$ cat config.mk
export PLATFORM = sky130hd
export DESIGN_NAME = nn_mac_sequencer
export DESIGN_NICKNAME = d
export VERILOG_FILES = /design/src/rtl/nn_mac_sequencer.sv
export SDC_FILE = /design/constraint.sdc
export NUM_CORES = 1
export LEC_CHECK = 0
export BUFFER_PORTS_ARGS = -buffer_cell sky130_fd_sc_hd__buf_4
export CELL_PAD_IN_SITES_DETAIL_PLACEMENT = 0
export CELL_PAD_IN_SITES_GLOBAL_PLACEMENT = 2
export CORE_MARGIN = 2
export CORE_UTILIZATION = 30
export CTS_CLUSTER_SIZE = 10
export DETAILED_ROUTE_END_ITERATION = 12
export PLACE_DENSITY_LB_ADDON = 0.25
export SYNTH_ARGS = -nofsm -noshare
export SYNTH_HDL_FRONTEND = slang
export SYNTH_SLANG_ARGS = --single-unit
$ cat constraint.sdc
create_clock -name clk -period 2 [get_ports clk]
set_input_delay 0.4 -clock clk [delete_from_list [all_inputs] [get_ports clk]]
set_output_delay 0.4 -clock clk [all_outputs]
set_load 0.005 [all_outputs]
$ cat src/rtl/nn_mac_sequencer.sv
// Sequencer for a 2-2-1 neural network forward pass on one shared external MAC unit.
// It snapshots the operands at start, then issues six MAC operations and applies ReLU to the hidden neurons.
module nn_mac_sequencer #(
   parameter int DATA_W  = 32,
   parameter int TIMEOUT = 64,
   parameter bit RELU_EN = 1'b1
) (
   input  logic              clk,
   input  logic              rst_l,
   input  logic              start,
   input  logic [DATA_W-1:0] opA,
   input  logic [DATA_W-1:0] opB,
   input  logic [DATA_W-1:0] w11,
   input  logic [DATA_W-1:0] w12,
   input  logic [DATA_W-1:0] w21,
   input  logic [DATA_W-1:0] w22,
   input  logic [DATA_W-1:0] b1,
   input  logic [DATA_W-1:0] b2,
   input  logic [DATA_W-1:0] w31,
   input  logic [DATA_W-1:0] w32,
   input  logic [DATA_W-1:0] b3,
   output logic              mac_valid,
   input  logic              mac_ready,
   output logic [DATA_W-1:0] mac_a,
   output logic [DATA_W-1:0] mac_b,
   output logic [DATA_W-1:0] mac_c,
   input  logic              mac_rvalid,
   input  logic [DATA_W-1:0] mac_res,
   output logic [DATA_W-1:0] NN_result,
   output logic              ready,
   output logic              busy,
   output logic              err
);

   localparam int              WD_W    = (TIMEOUT > 2) ? $clog2(TIMEOUT) : 1;
   localparam logic [WD_W-1:0] WD_LAST = WD_W'(TIMEOUT - 1);

   typedef enum logic [1:0] {IDLE, ISSUE, WAIT, DONE} state_t;

   state_t            state_q, state_d;
   logic [2:0]        step_q, step_d;
   logic [WD_W-1:0]   wdog_q, wdog_d;
   logic [DATA_W-1:0] acc_q, acc_d;
   logic [DATA_W-1:0] h1_q, h1_d;
   logic [DATA_W-1:0] h2_q, h2_d;
   logic [DATA_W-1:0] result_q, result_d;
   logic              err_q, err_d;
   logic              snap_ld;

   logic [DATA_W-1:0] opa_q, opb_q, w11_q, w12_q, w21_q, w22_q;
   logic [DATA_W-1:0] b1_q, b2_q, w31_q, w32_q, b3_q;

   // Sign test only; the MAC does all arithmetic.
   function automatic logic [DATA_W-1:0] relu(input logic signed [DATA_W-1:0] v);
      if (RELU_EN && (v < 0)) return '0;
      return v;
   endfunction

   always_ff @(posedge clk or negedge rst_l) begin
      if (!rst_l) begin
         opa_q <= '0;
         opb_q <= '0;
         w11_q <= '0;
         w12_q <= '0;
         w21_q <= '0;
         w22_q <= '0;
         b1_q  <= '0;
         b2_q  <= '0;
         w31_q <= '0;
         w32_q <= '0;
         b3_q  <= '0;
      end else if (snap_ld) begin
         opa_q <= opA;
         opb_q <= opB;
         w11_q <= w11;
         w12_q <= w12;
         w21_q <= w21;
         w22_q <= w22;
         b1_q  <= b1;
         b2_q  <= b2;
         w31_q <= w31;
         w32_q <= w32;
         b3_q  <= b3;
      end
   end

   always_ff @(posedge clk or negedge rst_l) begin
      if (!rst_l) begin
         state_q  <= IDLE;
         step_q   <= '0;
         wdog_q   <= '0;
         acc_q    <= '0;
         h1_q     <= '0;
         h2_q     <= '0;
         result_q <= '0;
         err_q    <= 1'b0;
      end else begin
         state_q  <= state_d;
         step_q   <= step_d;
         wdog_q   <= wdog_d;
         acc_q    <= acc_d;
         h1_q     <= h1_d;
         h2_q     <= h2_d;
         result_q <= result_d;
         err_q    <= err_d;
      end
   end

   always_comb begin
      state_d   = state_q;
      step_d    = step_q;
      wdog_d    = wdog_q;
      acc_d     = acc_q;
      h1_d      = h1_q;
      h2_d      = h2_q;
      result_d  = result_q;
      err_d     = 1'b0;
      snap_ld   = 1'b0;
      mac_valid = 1'b0;
      ready     = 1'b0;
      case (state_q)
         IDLE: begin
            if (start) begin
               snap_ld = 1'b1;
               step_d  = '0;
               state_d = ISSUE;
            end
         end
         ISSUE: begin
            mac_valid = 1'b1;
            if (mac_ready) begin
               wdog_d  = '0;
               state_d = WAIT;
            end
         end
         WAIT: begin
            if (mac_rvalid) begin
               acc_d = mac_res;
               case (step_q)
                  3'd1:    h1_d     = relu(mac_res);
                  3'd3:    h2_d     = relu(mac_res);
                  3'd5:    result_d = mac_res;
                  default: ;
               endcase
               if (step_q == 3'd5) begin
                  state_d = DONE;
               end else begin
                  step_d  = step_q + 3'd1;
                  state_d = ISSUE;
               end
            end else if (wdog_q == WD_LAST) begin
               // Abort leaves NN_result untouched; err shows in the first IDLE cycle.
               err_d   = 1'b1;
               state_d = IDLE;
            end else begin
               wdog_d = wdog_q + 1'b1;
            end
         end
         DONE: begin
            ready   = 1'b1;
            state_d = IDLE;
         end
         default: state_d = IDLE;
      endcase
   end

   // Operands depend only on step and registers, so they stay stable through a ready stall.
   always_comb begin
      mac_a = '0;
      mac_b = '0;
      mac_c = '0;
      case (step_q)
         3'd0: begin mac_a = w11_q; mac_b = opa_q; mac_c = b1_q;  end
         3'd1: begin mac_a = w12_q; mac_b = opb_q; mac_c = acc_q; end
         3'd2: begin mac_a = w21_q; mac_b = opa_q; mac_c = b2_q;  end
         3'd3: begin mac_a = w22_q; mac_b = opb_q; mac_c = acc_q; end
         3'd4: begin mac_a = w31_q; mac_b = h1_q;  mac_c = b3_q;  end
         3'd5: begin mac_a = w32_q; mac_b = h2_q;  mac_c = acc_q; end
         default: ;
      endcase
   end

   assign busy      = (state_q != IDLE);
   assign err       = err_q;
   assign NN_result = result_q;

endmodule

==> run metrics <==
CP Launch Type=flip-flop; Leak=around 15 nW; Worst Hold Class=in -> reg; combinational power share=43.8%; Slew Limit Headroom=a little over two thirds; GRT Util Overall=21.7%; Reg2Reg Launch Point=step_q[1]; clock buffer depth=3; hold path endpoint=b3_q[10]; critical path data required time=~1.6 ns; count leader, synth=dfrtp_1; area grow syn2layout=54.9%; Worst-path clk slew=0.06 ns; drt initial violations=between 1000 and 1500; hold path depth=2; GP Congestion=0.825; # port buffers=520; clock root buffer=clkbuf_16; synth cell count leaders=490 x dfrtp_1, 234 x mux2_2, 222 x nand2_1, 210 x mux2_1, 71 x a22oi_1; cells on worst reg2reg path=10; fmax=339 MHz; core area=just over 70000 µm²; Layout Skew=about 0.024 ns; Async SR Flop Fraction=100%; RR Endpoint=NN_result[18]; yosys warns=0; synth top area cells=dfrtp_1 57%, mux2_2 12%, mux2_1 11%, nand2_1 3.9%, a222oi_1 3.0%; layout cell share with drive strength beyond 1=41.5%; FF-to-FF setup slack=approximately 0.06 ns; gr ovfl total=0; min-delay src=b3[10]; synthesized area per cell=between 10 and 15 µm²; Tot Pwr=0.0474 W; std cell rows=between 90 and 100; RSZ-0062 raised after global routing=true; fin. max-slew vios=0; CP Capture Type=primary output; final count of negative-setup-slack endpoints=96; number of enable flip-flop cells after synthesis=0; Slew @ Worst Pin=0.441 ns; Worst VDD drop=just over 0.0007 V; largest net degree at the start of global routing=63; Fin. Hold Viols=0; H-tree lvl count=2; CTS tree=built; post-synthesis register bit count=a little under 500; detailed-route wire length=83.7 mm; vias in the first global route=18567; crit path max fanout=8; total number of vias=17363; Die Area=73700 µm²; NetSw=0.0160 W; Clock Power Share=20.4%; leading area contributor after synthesis=dfrtp_1; Synth cell types=36; Cells after Synth=1676; violated checks=setup timing; Flop pwr share=35.8%; Via-to-Cell Ratio=4.86; First-pass DRT Iterations=8; pre-CTS setup slack=-0.322 ns; die width=272 µm; share of the synthesized area in the top cell type=57.1%; clock sinks=490; worst skew pair latency=approximately 0.6 ns; TritonCTS Buffers=58; Die Y=272 µm; # nets final=about 3000; first-pass GRT wire length=about 120 mm; fin worst setup slack=-0.954 ns; Switching Share=33.8%; critical path arrival=2.55 ns; DRC viols=0; status=finished with violations; max-cap viol count=0; post-route minimum period=2.95 ns; Internal Power=0.0314 W; initial antenna violation count=6; WL per Instance=approximately 23 µm; Final ANT Viol Nets=0; IO Pins=521; Mapped Nets=2071; Initial Util=a little under a third; Post-Synthesis Cell Area=21500 µm²; post-DP HPWL=slightly below 60 mm; Pwr Density=around 1400 nW/µm²; Most used DFF post-synth=dfrtp_1; CP Class=reg -> out; Seq/Total Area, Yosys=57.1%; Final Cycle Share=148%
metal layers:
layer  track usage (%)  vias up  share of wire [%]
li1                  -     7900                  -
met1              29.6     8857                 44
met2              35.6      500                 48
met3              3.61      106                5.3
met4              6.28        0                2.2
met5                 0        -                  0
area by class of cell:
cell class              count  area [µm²]
fillers                  6504       37900
flip-flops and latches    490       12300
repair buffers            981        9100
multi-input cells        1051        8980
clock buffers              77        1570
well taps                 950        1190
clock inverters             5        88.8
inverters                   8        32.5
diodes                      9        22.5
cells by family (layout without fill, tap and decap cells):
| kind of cell | after synthesis | after routing | share of synthesized area (%) |
|---|---|---|---|
| flops | 490 | 490 | 57.1 |
| mux | 447 | 447 | 23.4 |
| simple gates | 319 | 319 | 6.25 |
| compound gates | 277 | 279 | 9.05 |
| buf+inv | 137 | 1071 | 3.82 |
| fa+ha+maj | 6 | 6 | 0.350 |
| other cells | 0 | 9 | 0 |
critical path: stages (launching register included):
cell and delay, ns:
dfrtp_2 0.45, ha_4 0.19, ha_4 0.15, or2_4 0.30
buf_12 0.16, a222oi_1 0.39, a21oi_1 0.15, buf_4 0.16
how the worst max path moves through the flow:
stage                         start        end  slack [ns]
after CTS                 step_q[1]   mac_b[6]       -0.96
after global placement    step_q[1]  mac_b[10]       -0.26
after detailed placement  step_q[1]  mac_b[24]       -0.32
after floorplan           step_q[1]  mac_b[12]       -0.14
after global routing      step_q[0]  mac_b[24]       -1.10
final                     step_q[0]   mac_b[6]       -0.95
flip-flops by register name, summed over array words and instances (netlist names):
name / count
w22_q: 32
err: 1
b3_q: 32
step_q: 3
state_q: 2
acc_q: 32
h2_q: 31
w21_q: 32
w12_q: 32
w11_q: 32
opa_q: 32
w32_q: 32
h1_q: 31
b1_q: 32
b2_q: 32
NN_result: 32
wdog_q: 6
w31_q: 32
opb_q: 32
cell usage in the layout, fill, tap and decap left out, types with 33 or more instances in the layout:
| master | netlist | layout |
|---|---|---|
| nor2_1 | 41 | 38 |
| a222oi_1 | 64 | 64 |
| dfrtp_1 | 490 | 487 |
| nand2b_1 | 33 | 33 |
| dlygate4sd3_1 | 0 | 289 |
| buf_4 | 3 | 587 |
| buf_6 | 22 | 37 |
| nand2_1 | 222 | 219 |
| buf_12 | 0 | 47 |
| o21ai_0 | 68 | 68 |
| clkbuf_16 | 0 | 65 |
| mux2_1 | 210 | 210 |
| a22oi_2 | 0 | 50 |
| mux2_2 | 234 | 218 |
| a21oi_1 | 35 | 33 |
timing repair:
item / CTS / global route
buffers inserted: 19 / 22
hold endpoints to repair: 309 / 0
hold buffers: 289 / 0
pin swaps: 76 / 115
gates resized for setup: 96 / 84
endpoints found under the setup margin: 131 / 129
gates cloned: 7 / 9
metrics by stage:
stage	util, %	cell area [µm²]	cells	TNS [ns]	hold WS, ns
after CTS	45.8	32600	3536	-80.50	0.000126
after global placement	38.3	27300	3141	-15.28	0.338
after floorplan	-	21500	1676	-3.26	0.104
after global routing	46.7	33200	3567	-89.24	0.00367
final	46.8	33300	3571	-77.80	0.0332
after detailed placement	38.3	27300	3141	-18.78	0.340
power groups by stage:
stage	clock, W	combinational, W	sequential [W]
CTS	0.00996	0.0200	0.0168
detailed placement	0	0.0183	0.0168
floorplan	0	0.0101	0.0158
global route	0.0103	0.0223	0.0174
finish	0.00968	0.0208	0.0170
global placement	0	0.0180	0.0167
(Power assumes the default switching activity.)
